File: src/rtl/secded_pipe_corrector.sv
// Two-stage pipelined SEC-DED decoder over a valid/ready stream, with saturating
// single/double error counters and a first-uncorrectable-syndrome log.
module secded_pipe_corrector #(
   parameter int unsigned DATA_W = 32,
   parameter int unsigned CHK_W  = 7,
   parameter int unsigned CNT_W  = 16
) (
   input  logic              id_clk,
   input  logic              id_rst_n,
   input  logic              id_in_valid,
   output logic              id_in_ready,
   input  logic [DATA_W-1:0] id_in_data,
   input  logic [CHK_W-1:0]  id_in_chk,
   input  logic              id_corr_en,
   output logic              id_out_valid,
   input  logic              id_out_ready,
   output logic [DATA_W-1:0] id_out_data,
   output logic              id_out_sbe,
   output logic              id_out_dbe,
   input  logic              id_cnt_clr,
   output logic [CNT_W-1:0]  id_sbe_cnt,
   output logic [CNT_W-1:0]  id_dbe_cnt,
   output logic              id_log_valid,
   output logic [CHK_W-1:0]  id_log_syn
);

   localparam int unsigned LOW_W = CHK_W - 1;
   localparam int unsigned N_POS = DATA_W + CHK_W - 1;

   // Codeword position of data bit k: k-th non-power-of-two position from 3 upward.
   function automatic int unsigned data_pos(input int unsigned k);
      int unsigned n;
      int unsigned p;
      n = 0;
      p = 0;
      for (int unsigned q = 3; q <= N_POS; q++) begin
         if ((q & (q - 1)) != 0) begin
            if (n == k) p = q;
            n++;
         end
      end
      return p;
   endfunction

   function automatic logic [DATA_W-1:0] chk_mask(input int unsigned i);
      logic [DATA_W-1:0] m;
      m = '0;
      for (int unsigned k = 0; k < DATA_W; k++)
         m = m | (DATA_W'((data_pos(k) >> i) & 32'd1) << k);
      return m;
   endfunction

   logic [LOW_W-1:0]  chk_calc_c;
   logic [CHK_W-1:0]  syn_in_c;

   for (genvar i = 0; i < LOW_W; i++) begin : g_chk
      localparam logic [DATA_W-1:0] MASK = chk_mask(i);
      assign chk_calc_c[i] = ^(id_in_data & MASK);
   end

   assign syn_in_c = {(^id_in_data) ^ (^id_in_chk), chk_calc_c ^ id_in_chk[LOW_W-1:0]};

   logic              s1_valid_q, s1_valid_d;
   logic [DATA_W-1:0] s1_data_q,  s1_data_d;
   logic [CHK_W-1:0]  s1_syn_q,   s1_syn_d;
   logic              s1_corr_q,  s1_corr_d;
   logic              s2_valid_q, s2_valid_d;
   logic [DATA_W-1:0] s2_data_q,  s2_data_d;
   logic              s2_sbe_q,   s2_sbe_d;
   logic              s2_dbe_q,   s2_dbe_d;
   logic [CHK_W-1:0]  s2_syn_q,   s2_syn_d;
   logic [CNT_W-1:0]  sbe_cnt_q,  sbe_cnt_d;
   logic [CNT_W-1:0]  dbe_cnt_q,  dbe_cnt_d;
   logic              log_valid_q, log_valid_d;
   logic [CHK_W-1:0]  log_syn_q,  log_syn_d;

   // Stage-2 classification of the registered syndrome.
   logic [LOW_W-1:0]  s_low_c;
   logic [DATA_W-1:0] flip_c;
   logic              pow2_c, sbe_c, dbe_c;
   logic [DATA_W-1:0] corr_data_c;

   assign s_low_c = s1_syn_q[LOW_W-1:0];

   for (genvar k = 0; k < DATA_W; k++) begin : g_pos
      localparam int unsigned POS = data_pos(k);
      assign flip_c[k] = (s_low_c == LOW_W'(POS));
   end

   assign pow2_c      = (s_low_c != '0) && ((s_low_c & (s_low_c - LOW_W'(1))) == '0);
   assign sbe_c       = s1_syn_q[CHK_W-1] & ((s_low_c == '0) | pow2_c | (|flip_c));
   assign dbe_c       = (s1_syn_q != '0) & ~sbe_c;
   assign corr_data_c = s1_data_q ^ (flip_c & {DATA_W{s1_corr_q & sbe_c}});

   logic s2_adv_c, in_fire_c, out_fire_c;

   assign s2_adv_c    = ~s2_valid_q | id_out_ready;
   assign id_in_ready = ~s1_valid_q | s2_adv_c;
   assign in_fire_c   = id_in_valid & id_in_ready;
   assign out_fire_c  = s2_valid_q & id_out_ready;

   always_comb begin
      s1_valid_d  = s1_valid_q;
      s1_data_d   = s1_data_q;
      s1_syn_d    = s1_syn_q;
      s1_corr_d   = s1_corr_q;
      s2_valid_d  = s2_valid_q;
      s2_data_d   = s2_data_q;
      s2_sbe_d    = s2_sbe_q;
      s2_dbe_d    = s2_dbe_q;
      s2_syn_d    = s2_syn_q;
      sbe_cnt_d   = sbe_cnt_q;
      dbe_cnt_d   = dbe_cnt_q;
      log_valid_d = log_valid_q;
      log_syn_d   = log_syn_q;

      // Empty slots load zeros so flags read 0 whenever out_valid is low.
      if (s2_adv_c) begin
         s2_valid_d = s1_valid_q;
         s2_data_d  = s1_valid_q ? corr_data_c : '0;
         s2_sbe_d   = s1_valid_q & sbe_c;
         s2_dbe_d   = s1_valid_q & dbe_c;
         s2_syn_d   = s1_valid_q ? s1_syn_q : '0;
      end

      if (in_fire_c) begin
         s1_valid_d = 1'b1;
         s1_data_d  = id_in_data;
         s1_syn_d   = syn_in_c;
         s1_corr_d  = id_corr_en;
      end else if (s2_adv_c) begin
         s1_valid_d = 1'b0;
      end

      if (id_cnt_clr) begin
         sbe_cnt_d   = '0;
         dbe_cnt_d   = '0;
         log_valid_d = 1'b0;
         log_syn_d   = '0;
      end else if (out_fire_c) begin
         if (s2_sbe_q && sbe_cnt_q != '1) sbe_cnt_d = sbe_cnt_q + CNT_W'(1);
         if (s2_dbe_q && dbe_cnt_q != '1) dbe_cnt_d = dbe_cnt_q + CNT_W'(1);
         if (s2_dbe_q && !log_valid_q) begin
            log_valid_d = 1'b1;
            log_syn_d   = s2_syn_q;
         end
      end
   end

   always_ff @(posedge id_clk) begin
      if (!id_rst_n) begin
         s1_valid_q  <= 1'b0;
         s1_data_q   <= '0;
         s1_syn_q    <= '0;
         s1_corr_q   <= 1'b0;
         s2_valid_q  <= 1'b0;
         s2_data_q   <= '0;
         s2_sbe_q    <= 1'b0;
         s2_dbe_q    <= 1'b0;
         s2_syn_q    <= '0;
         sbe_cnt_q   <= '0;
         dbe_cnt_q   <= '0;
         log_valid_q <= 1'b0;
         log_syn_q   <= '0;
      end else begin
         s1_valid_q  <= s1_valid_d;
         s1_data_q   <= s1_data_d;
         s1_syn_q    <= s1_syn_d;
         s1_corr_q   <= s1_corr_d;
         s2_valid_q  <= s2_valid_d;
         s2_data_q   <= s2_data_d;
         s2_sbe_q    <= s2_sbe_d;
         s2_dbe_q    <= s2_dbe_d;
         s2_syn_q    <= s2_syn_d;
         sbe_cnt_q   <= sbe_cnt_d;
         dbe_cnt_q   <= dbe_cnt_d;
         log_valid_q <= log_valid_d;
         log_syn_q   <= log_syn_d;
      end
   end

   assign id_out_valid = s2_valid_q;
   assign id_out_data  = s2_data_q;
   assign id_out_sbe   = s2_sbe_q;
   assign id_out_dbe   = s2_dbe_q;
   assign id_sbe_cnt   = sbe_cnt_q;
   assign id_dbe_cnt   = dbe_cnt_q;
   assign id_log_valid = log_valid_q;
   assign id_log_syn   = log_syn_q;

endmodule

File: config.mk
export PLATFORM = sky130hd
export DESIGN_NAME = secded_pipe_corrector
export DESIGN_NICKNAME = d
export VERILOG_FILES = /design/src/rtl/secded_pipe_corrector.sv
export SDC_FILE = /design/constraint.sdc
export NUM_CORES = 1
export LEC_CHECK = 0
export CAP_MARGIN = 0
export CORE_MARGIN = 3
export CORE_UTILIZATION = 56
export CTS_BUF_LIST = sky130_fd_sc_hd__clkbuf_16
export CTS_CLUSTER_DIAMETER = 200
export DETAILED_ROUTE_END_ITERATION = 10
export PLACE_DENSITY_LB_ADDON = 0.1
export SETUP_SLACK_MARGIN = 0.5
export SYNTH_ARGS = -nofsm -noshare
export SYNTH_HDL_FRONTEND = slang
export SYNTH_SLANG_ARGS = --single-unit
File: constraint.sdc
create_clock -name id_clk -period 2.83 [get_ports id_clk]
set_input_delay 0.4245 -clock id_clk [delete_from_list [all_inputs] [get_ports id_clk]]
set_output_delay 0.4245 -clock id_clk [all_outputs]
set_load 0.02 [all_outputs]
# Yosys cells after proc, flatten, opt, wreduce, memory -nomap -nowiden
# Index checks and enable logic that the tools add are counted.
# classes
n_mux	4
n_addsub	3
bitwise_logic	20
reduce_logical	23
eq_ne	34
# op_table
operator	count
$reduce_xor A32 Y1	7
$eq A6 B5 Y1 const B	15
$eq A6 B4 Y1 const B	7
$eq A6 B6 Y1 const B	6
$add A16 B1 Y16 const B	2
$and A32 B32 Y32	1
$mux W32	1
$ne A16 B16 Y1 const B	2
$reduce_or A32 Y1	1
$xor A32 B32 Y32	1
$eq A6 B3 Y1 const B	3
$logic_not A6 Y1	2
$and A1 B1 Y1	7
$mux W7	1
$reduce_bool A7 Y1	1
$reduce_xor A7 Y1	1
$and A6 B6 Y6	1
$eq A6 B2 Y1 const B	1
$reduce_and A2 Y1	3
$reduce_bool A6 Y1	1
$sub A6 B1 Y6 const B	1
$xor A6 B6 Y6	1
$logic_and A1 B1 Y1	4
$not A1 Y1	4
other kinds (6)	10
# word_totals
in_bits	45
word_cells	97
out_inout_bits	76
ff_bits	123

# Depth between registers and ports, before layout
# Gate-level depths: netlist of run 1.
# logic_depth
word_depth	11
depth_mapped	8

# Worst setup path before layout of run 1
# OpenSTA, ideal clock, no wires.
# synth_path
kind	reg-to-reg
from	register s2_valid_q, in the netlist id_out_valid
to	register s1_syn_q[5]
period_less_slack_ns	1.949
n_path_buf	2
setup_time_ns	0.115
t_arrival_ns	1.834
setup_slack_ns	0.881
path_stages_with_launch	8
cell_sequence	dfxtp_1 nor2b_1 clkbuf_1 nand2_1 nand2_1 clkbuf_1 o21ai_0 and2_1
# synth_between
elab_chain_len	4
# synth_rtl
element	line_no	source
from (decl)	67	logic s2_valid_q, s2_valid_d;
from (signal assigned)	170	s2_valid_q <= s2_valid_d;
$not A1 Y1	97	assign s2_adv_c = ~s2_valid_q | id_out_ready;
$or A1 B1 Y1	97	
$or A1 B1 Y1	98	assign id_in_ready = ~s1_valid_q | s2_adv_c;
net id_in_ready	11	output logic id_in_ready,
$and A1 B1 Y1	99	assign in_fire_c = id_in_valid & id_in_ready;
to (signal assigned)	168	s1_syn_q <= s1_syn_d;
to (decl)	65	logic [CHK_W-1:0] s1_syn_q, s1_syn_d;
# The timed path passes the listed nets, and every way through them passes these cells.
# A chain may end at the register's enable or synchronous reset.

# Final worst setup path of run 1
# layout_path
from	input port id_out_ready
to	output port id_in_ready
# layout_between
elab_chain_len	2
# layout_rtl
element	line_no	source
from (decl)	16	input logic id_out_ready,
$or A1 B1 Y1	97	
$or A1 B1 Y1	98	
to (decl)	11	
# No other way between the ends.

==> results_dict.tcl, run 1 <==
set metrics [dict create \
    fin_area_mm2 0.00793 \
    cts_tree "yes" \
    tightest_slew_ns 0.612 \
    antenna_found_initial 0 \
    ant_nets 0 \
    setup_viol 0 \
    final.setup.tns_ns 0 \
    fin_total_pwr_mw 4.87 \
    yosysWarnings 0 \
    synth-seq-cells 123 \
    synth_nets 739 \
    arrival_ns 1.83 \
    period_minus_slack_ns 2.26 \
    period_share 0.797 \
    fin_nets 847 \
    dpl_cell_area_mm2 0.00734 \
    hold_viol_final 0 \
    slew_viol_final 0 \
    rsz0062_at_grt "false" \
    seq_power_share 0.394 \
    postCtsSetupBuffers 0 \
    layout_common_cells "123 x dfxtp_1, 121 x nand2_1, 119 x clkdlybuf4s50_1, 70 x xnor2_1, 53 x nor2_1" \
    p_per_area_mw_per_mm2 615 \
    synth-edff-count 0 \
    path_max_fanout 5 \
    drive_gt1_frac 0.0493 \
    io_pins 121 \
    cts_max_level 4 \
    routedWlPerCell_um 15.4 \
    layout.cells.non_filler 948 \
    syn_avg_cell_area_um2 8.76 \
    crit_path_end_kind "output port" \
    p_sw_frac 0.249 \
    path_clk_slew_ns 0.05 \
    slowest_delay_ns 0.62 \
    grt_start_max_net_pins 46 \
    cts-root-buf "clkbuf_16" \
    worstSetupStartpoint "id_out_ready" \
    p_switching_mw 1.21 \
    hold_class "flop to flop" \
    area_delta_synth_final_pct 30.8 \
    insertion_delay_ns 0.42 \
    die_h_um 110 \
    numCtsBuffers 17 \
    initial_core_util 0.582 \
    worstReg2RegStart "id_dbe_cnt[0]$_SDFFE_PP0P_" \
    crit_family "buffers and inverters" \
    synth_cell_types 43 \
    antenna_cells 0 \
    netlist_area_mm2 0.00606 \
    dieArea_mm2 0.0121 \
    cp_slowest_cell "clkdlybuf4s50_1" \
    max-vdd-ir-drop_v 0.000405 \
    die_w_um 110 \
    numPortBuffers 120 \
    fillCellCount 777 \
    place_inst 917 \
    core_area_mm2 0.0104 \
    num_vias 5114 \
    internal-power_mw 3.66 \
    grt_pass1_wl_mm 23.3 \
    ys.flop_type "dfxtp_1" \
    p_clk_frac 0.443 \
    cap_violations 0 \
    viasPerCell 5.39 \
    clock_sinks 123 \
    syn_inst 692 \
    first_pass_iters 6 \
    critical_path_required_ns 2.41 \
    postSynth.asyncResetShare 0 \
    crit_top_cell "clkdlybuf4s50_1" \
    row_count 37 \
    final_common_cell "dfxtp_1" \
    fin_hold_ws_ns 0.457 \
    track_usage 0.250 \
    drt-initial-drc-count 366 \
    place_congestion 0.875 \
    grt_pass1_vias 4801 \
    slew_headroom 0.592 \
    path_class "primary input to output port" \
    remaining_drc_errors 0 \
    worstPathCellList "clkdlybuf4s50_1 -> nor2b_2 -> nand2_1 -> clkdlybuf4s50_1" \
    gr-total-overflow 0 \
    cp_num_buf_inv 2 \
    ctsHoldBuffers 0 \
    finClkSkew_ns 0.00787 \
    status "completed" \
    startpoint_type "primary input" \
    comb_power_share 0.163 \
    leakage_nw 2.87 \
    cts_buffer_depth 2 \
    routed_wirelength_mm 14.6 \
    seq_area_frac_synth 0.406 \
    max_freq_mhz 443 \
    dp_hpwl_mm 10.6 \
    post_cts_resized 0 \
    hp-start "id_log_syn[1]$_SDFFE_PP0P_" \
]
## kinds of logic (layout without fill, tap and decap cells)
logic type,after synthesis,after routing,synth area share
AO/OA/AOI/OAI,102,102,0.123
XOR/XNOR,123,123,0.204
adder cells (fa/ha/maj),2,2,0.00413
buffers and inverters,45,165,0.0285
flip-flops,123,123,0.406
multiplexers,3,3,0.00495
AND/OR/NAND/NOR,294,294,0.229
## per-stage QoR
stage | util | worst slack (ns)
after floorplan | - | 0.881
after global placement | 0.705 | 0.383
after detailed placement | 0.705 | 0.373
after CTS | 0.761 | 0.572
after global routing | 0.761 | 0.517
final | 0.761 | 0.574
## sequential cells by signal (all words and copies together), names as in the netlist
register      cells
s1_syn_q          7
s1_valid_q        1
s1_corr_q         1
id_out_data      32
id_out_valid      1
id_out_dbe        1
id_dbe_cnt       16
id_log_valid      1
id_log_syn        7
s1_data_q        32
id_out_sbe        1
id_sbe_cnt       16
s2_syn_q          7
## routing by layer
layer / routed length (um) / global-route usage / share of wire / vias to the layer above
li1: - / - / - / 2535
met3: 883 / 0.0658 / 0.061 / 21
met4: 212 / 0.0757 / 0.015 / 0
met2: 7110 / 0.426 / 0.49 / 160
met1: 6360 / 0.309 / 0.44 / 2398
met5: 0 / 0 / 0 / -
## worst min-delay path, cell delays in order, from the launching register on
cell and delay (ns):
dfxtp_1 0.30, nand2_1 0.05, a21oi_1 0.05
## cell type report
cell class              count  area [um2]  area share
clock buffers              17         425      0.0537
multi-input cells         524        3430       0.433
inverters                   6        22.5     0.00284
repair buffers            128        1260       0.159
clock inverters            14         160      0.0202
well taps                 136         170      0.0215
flip-flops and latches    123        2460       0.311
## power groups by stage
stage | Sequential (mW) | Combinational [mW] | Clock [mW]
after detailed placement | 1.95 | 0.793 | 0
after floorplan | 1.89 | 0.616 | 0
after global placement | 1.95 | 0.786 | 0
after CTS | 1.92 | 0.799 | 2.18
final | 1.92 | 0.794 | 2.16
after global routing | 1.93 | 0.863 | 2.25
## path summary, 6_finish.rpt
| check | to | slack [ns] | cells past startpoint |
|---|---|---|---|
| worst max-delay path | id_in_ready | 0.57 | 4 |
| worst min-delay path | id_log_syn[1]$_SDFFE_PP0P_ | 0.46 | 2 |
| worst max register to register | id_dbe_cnt[9]$_SDFFE_PP0P_ | 0.79 | 7 |
| worst min register to register | id_log_syn[1]$_SDFFE_PP0P_ | 0.46 | 2 |
## synth_stat cells (9+ instances only)
cell type | count | area (um2)
a21boi_1 | 33 | 248
nor2b_1 | 40 | 250
nand2_1 | 121 | 454
xnor2_1 | 70 | 613
nor2_1 | 53 | 199
a21oi_1 | 14 | 70.1
a22oi_1 | 33 | 248
clkbuf_1 | 38 | 143
dfxtp_1 | 123 | 2460
nand3_1 | 32 | 160
nand4_1 | 11 | 68.8
xor2_1 | 40 | 350
xnor3_1 | 9 | 203
Power figures use the tool's default switching activity.
==> run 2: changes to the inputs <==
- CORE_UTILIZATION: 56 -> 47
- clock period: 2.83 -> 1.95 ns (I/O delays scaled with it)
==> run 2 against run 1 <==
Routed wire length up 44%; clock power up 43%; global-route usage up 1.6 points; count of clock-buffer cells in the layout unchanged; cell count up 17%; sequential share of layout area down 5.4 points; cell area up 27%; non-clock buffer count up 128; setup slack worse by 0.36 ns.
==> results_dict.tcl, run 2 (synthesized netlist as in run 1, its figures left out) <==
set metrics [dict create \
    drive_gt1_frac 0.406 \
    grtUsageMet3 0.0500 \
    gr-total-overflow 0 \
    ant_nets 0 \
    critical_path_required_ns 2.23 \
    cts-root-buf "clkbuf_16" \
    met1_usage 0.320 \
    remaining_drc_errors 0 \
    antenna_cells 0 \
    insertion_delay_ns 0.42 \
    period_share 0.890 \
    crit_family "simple AND/OR/NAND/NOR gates" \
    status "completed" \
    hold_class "primary input to flop" \
    tightest_slew_ns 0.425 \
    slew_viol_final 0 \
    slew_headroom 0.716 \
    place_inst 1000 \
    cts_max_level 4 \
    routedWlPerCell_um 18.9 \
    initial_core_util 0.492 \
    leakage_nw 4.36 \
    p_per_area_mw_per_mm2 774 \
    fin_area_mm2 0.0101 \
    place_congestion 0.864 \
    dpl_cell_area_mm2 0.00808 \
    dieArea_mm2 0.0143 \
    fin_hold_ws_ns 0.150 \
    final_common_cell "buf_4" \
    path_class "flop to flop" \
    fillCellCount 723 \
    cp_num_buf_inv 2 \
    drt-initial-drc-count 555 \
    numCtsBuffers 17 \
    arrival_ns 2.02 \
    ctsHoldBuffers 0 \
    num_vias 6056 \
    fin_nets 977 \
    period_minus_slack_ns 1.74 \
    path_max_fanout 4 \
    rsz0062_at_grt "true" \
    worstPathCellList "and3_4 -> nand4_1 -> buf_4 -> buf_6 -> a211oi_4 -> nand3_1 -> xor2_1 -> nor2_1" \
    routed_wirelength_mm 21.0 \
    grt_start_max_net_pins 85 \
    antenna_found_initial 0 \
    die_w_um 120 \
    setup_viol 0 \
    hold_viol_final 0 \
    finClkSkew_ns 0.00900 \
    cts_buffer_depth 2 \
    viasPerCell 5.45 \
    busiest_layer "met2" \
    max_freq_mhz 576 \
    cts_tree "yes" \
    dp_hpwl_mm 11.5 \
    layout_common_cells "106 x buf_4, 104 x nand2_1, 82 x dfxtp_1, 68 x dlygate4sd2_1, 38 x xnor2_2" \
    startpoint_type "flop" \
    crit_path_end_kind "flop" \
    first_pass_iters 6 \
    path_clk_slew_ns 0.06 \
    max-vdd-ir-drop_v 0.000654 \
    core_area_mm2 0.0123 \
    area_delta_synth_final_pct 66.3 \
    slowest_delay_ns 0.35 \
    row_count 40 \
    grt_pass1_wl_mm 30.5 \
    cp_slowest_cell "dfxtp_4" \
    clock_sinks 123 \
    layout.cells.non_filler 1111 \
    cap_violations 0 \
    track_usage 0.266 \
    numPortBuffers 120 \
    grt_use_met2 0.465 \
    die_h_um 120 \
    io_pins 121 \
    fin_total_pwr_mw 7.80 \
    grt_pass1_vias 6019 \
]
-- run 2: changes by cell type in the layout (fill, tap and decap cells not counted), moves of 31 or more --
| cell | before | now |
|---|---|---|
| buf_4 | 8 | 106 |
| clkdlybuf4s50_1 | 119 | 7 |
| dfxtp_1 | 123 | 82 |
| dfxtp_4 | 0 | 31 |
| dlygate4sd2_1 | 0 | 68 |
| xnor2_1 | 70 | 28 |
| xnor2_2 | 3 | 38 |
-- run 2: through the flow --
stage          utilization  setup WS (ns)  TNS [ns]
2_1_floorplan            -          0.316         0
3_3_place_gp         0.656         -0.309     -1.83
3_5_place_dp         0.656         -0.335     -2.43
4_1_cts              0.778          0.243         0
5_1_grt              0.819         0.0679         0
6_report             0.819          0.215         0
-- run 2: area by class of cell --
class                           instances  area [um2]  area share
Clock buffer                           17         425      0.0422
Sequential cell                       123        2590       0.257
Inverter                                6        22.5     0.00223
Multi-Input combinational cell        526        4520       0.448
Timing Repair Buffer                  256        2170       0.215
Clock inverter                         15         140      0.0139
Tap cell                              168         210      0.0209
-- run 2: final timing paths --
| kind | startpoint | end | slack, ns | depth (start not counted) |
|---|---|---|---|---|
| min reg2reg | s2_syn_q[0]$_SDFFE_PN0P_ | id_log_syn[0]$_SDFFE_PP0P_ | 0.46 | 2 |
| max | id_sbe_cnt[8]$_SDFFE_PP0P_ | id_sbe_cnt[11]$_SDFFE_PP0P_ | 0.21 | 8 |
| max reg2reg | id_sbe_cnt[8]$_SDFFE_PP0P_ | id_sbe_cnt[11]$_SDFFE_PP0P_ | 0.21 | 8 |
| min | id_in_data[2] | s1_data_q[2]$_SDFFE_PN0P_ | 0.15 | 3 |
-- run 2: where the power goes --
group | switching [mW] | internal [mW]
clock network | 1.12 | 1.96
registers | 0.144 | 2.60
logic | 0.943 | 1.03
total | 2.21 | 5.59
-- run 2: metal layers --
| metal | routed length, um | vias up |
|---|---|---|
| met5 | 0 | - |
| met4 | 739 | 0 |
| met3 | 1060 | 61 |
| met2 | 10800 | 264 |
| met1 | 8390 | 2931 |
| li1 | - | 2800 |
-- run 2: repair_timing --
action / 4_1_cts / 5_1_grt
resized for setup: 272 / 155
endpoints found under the setup margin: 188 / 137
buffers inserted: 65 / 12
cloned: 2 / 0
pin swaps: 96 / 81
-- run 2: worst register-to-register path, stage by stage, from the launching register on --
cell      delay [ns]
dfxtp_4         0.35
and3_4          0.19
nand4_1         0.13
buf_4           0.18
buf_6           0.11
a211oi_4        0.24
nand3_1         0.14
xor2_1          0.19
nor2_1          0.07
==> run 3: changes to the inputs <==
- SKIP_CTS_REPAIR_TIMING: not set -> 1
==> run 3 against run 2 <==
Critical path depth down 1; first-iteration DRC count up 12%; critical path type unchanged; sequential share of layout area up 0.28 points; cell count down 2.8%; clock skew down 0.0027 ns; combinational power down 5%; maximum frequency down 0.75%; power down 1.5%; critical endpoint is now id_sbe_cnt[10]$_SDFFE_PP0P_; register-to-register slack about the same; global-route usage down 4.6 points; clock power about the same; routed wire length down 7.2%.
==> results_dict.tcl, run 3 (synthesized netlist as in run 1, its figures left out) <==
set metrics [dict create \
    numPortBuffers 120 \
    hold-path-cell-count 3 \
    grt_pass1_wl_mm 25.5 \
    slew_viol_final 0 \
    slew_headroom 0.699 \
    startpoint_type "flop" \
    place_congestion 0.864 \
    crit_path_end_kind "flop" \
    internal-power_mw 5.56 \
    period_share 0.897 \
    drive_gt1_frac 0.322 \
    period_minus_slack_ns 1.75 \
    die_w_um 120 \
    tightest_slew_ns 0.449 \
    seq_power_share 0.358 \
    routedWlPerCell_um 18.1 \
    cts-root-buf "clkbuf_16" \
    io_pins 121 \
    initial_core_util 0.492 \
    first_pass_iters 5 \
    p_per_area_mw_per_mm2 773 \
    setup_viol 0 \
    status "completed" \
    worstReg2RegStart "id_sbe_cnt[9]$_SDFFE_PP0P_" \
    drt-initial-drc-count 624 \
    clock_sinks 123 \
    num_vias 5789 \
    layout_common_cells "108 x nand2_1, 108 x dlymetal6s2s_1, 91 x buf_4, 84 x dfxtp_1, 44 x xnor2_1" \
    worstSetupStartpoint "id_sbe_cnt[9]$_SDFFE_PP0P_" \
    hp-start "id_in_data[3]" \
    track_usage 0.220 \
    routed_wirelength_mm 19.5 \
    ant_nets 0 \
    cts_tree "yes" \
    gr-total-overflow 0 \
    core_area_mm2 0.0123 \
    numCtsBuffers 17 \
    viasPerCell 5.36 \
    rsz0062_at_grt "true" \
    critical_path_required_ns 2.23 \
    insertion_delay_ns 0.42 \
    dieArea_mm2 0.0143 \
    arrival_ns 2.03 \
    layout.cells.non_filler 1080 \
    p_clk_frac 0.398 \
    die_h_um 120 \
    cts_max_level 4 \
    path_class "flop to flop" \
    fin_nets 946 \
    place_inst 1000 \
    finClkSkew_ns 0.00629 \
    antenna_found_initial 0 \
    grt_start_max_net_pins 85 \
    comb_power_share 0.244 \
    fin_total_pwr_mw 7.68 \
    path_clk_slew_ns 0.05 \
    max_freq_mhz 572 \
    cap_violations 0 \
    hold_viol_final 0 \
    dp_hpwl_mm 11.5 \
    grt_pass1_vias 5288 \
    remaining_drc_errors 0 \
    reg2regPathDepth 7 \
    hold_class "primary input to flop" \
    antenna_cells 0 \
    leakage_nw 5.46 \
    area_delta_synth_final_pct 64.0 \
    cts_buffer_depth 2 \
    max-vdd-ir-drop_v 0.000678 \
    path_max_fanout 6 \
    p_sw_frac 0.276 \
    row_count 40 \
    p_switching_mw 2.12 \
]
==> run 3: changes by cell type in the layout (fill, tap and decap cells not counted), moves of 15 or more <==
cell / change
dlymetal6s2s_1: +108
xnor2_1: +16
dlygate4sd2_1: -68
clkbuf_2: -18
buf_4: -15
buf_6: -15
==> run 3: routing by layer <==
layer / global-route usage / wire [um]
met1: 0.274 / 7890
met3: 0.0518 / 1030
met4: 0.0873 / 407
met2: 0.369 / 10200
met5: 0 / 0
==> run 3: through the flow <==
stage / setup WS [ns] / setup TNS (ns) / instance area (um2) / util / hold WS [ns]
after floorplan: 0.316 / 0 / 6380 / - / 0.427
after global placement: -0.309 / -1.83 / 8080 / 0.656 / 0.446
after detailed placement: -0.335 / -2.43 / 8080 / 0.656 / 0.447
after CTS: -0.0737 / -0.0737 / 8650 / 0.702 / 0.375
after global routing: 0.127 / 0 / 9940 / 0.808 / 0.159
final: 0.201 / 0 / 9940 / 0.808 / 0.154
==> run 3: power groups by stage <==
stage | Sequential (mW) | Clock (mW) | Combinational (mW)
detailed placement | 2.77 | 0 | 1.39
floorplan | 2.72 | 0 | 0.922
global route | 2.76 | 3.21 | 1.98
CTS | 2.72 | 3.07 | 1.40
finish | 2.75 | 3.06 | 1.87
global placement | 2.77 | 0 | 1.37
==> run 3: critical path, stage by stage, from the launching register on <==
cell and delay [ns]:
dfxtp_4 0.36, and4_4 0.20, and4_4 0.21, or3_4 0.39, buf_4 0.16, nor2_4 0.10, xnor2_1 0.13, nor2_1 0.07
==> run 3: worst paths after layout <==
kind                                                     to  slack, ns
worst min-delay path              s1_data_q[3]$_SDFFE_PN0P_       0.15
worst min register to register   id_log_syn[0]$_SDFFE_PP0P_       0.46
worst max-delay path            id_sbe_cnt[10]$_SDFFE_PP0P_       0.20
worst max register to register  id_sbe_cnt[10]$_SDFFE_PP0P_       0.20
==> run 3: cell type report <==
cell class	count	area [um2]
fillers	731	2370
inverters	6	22.5
flip-flops and latches	123	2580
repair buffers	226	2350
well taps	168	210
clock inverters	15	140
clock buffers	17	425
multi-input cells	525	4210
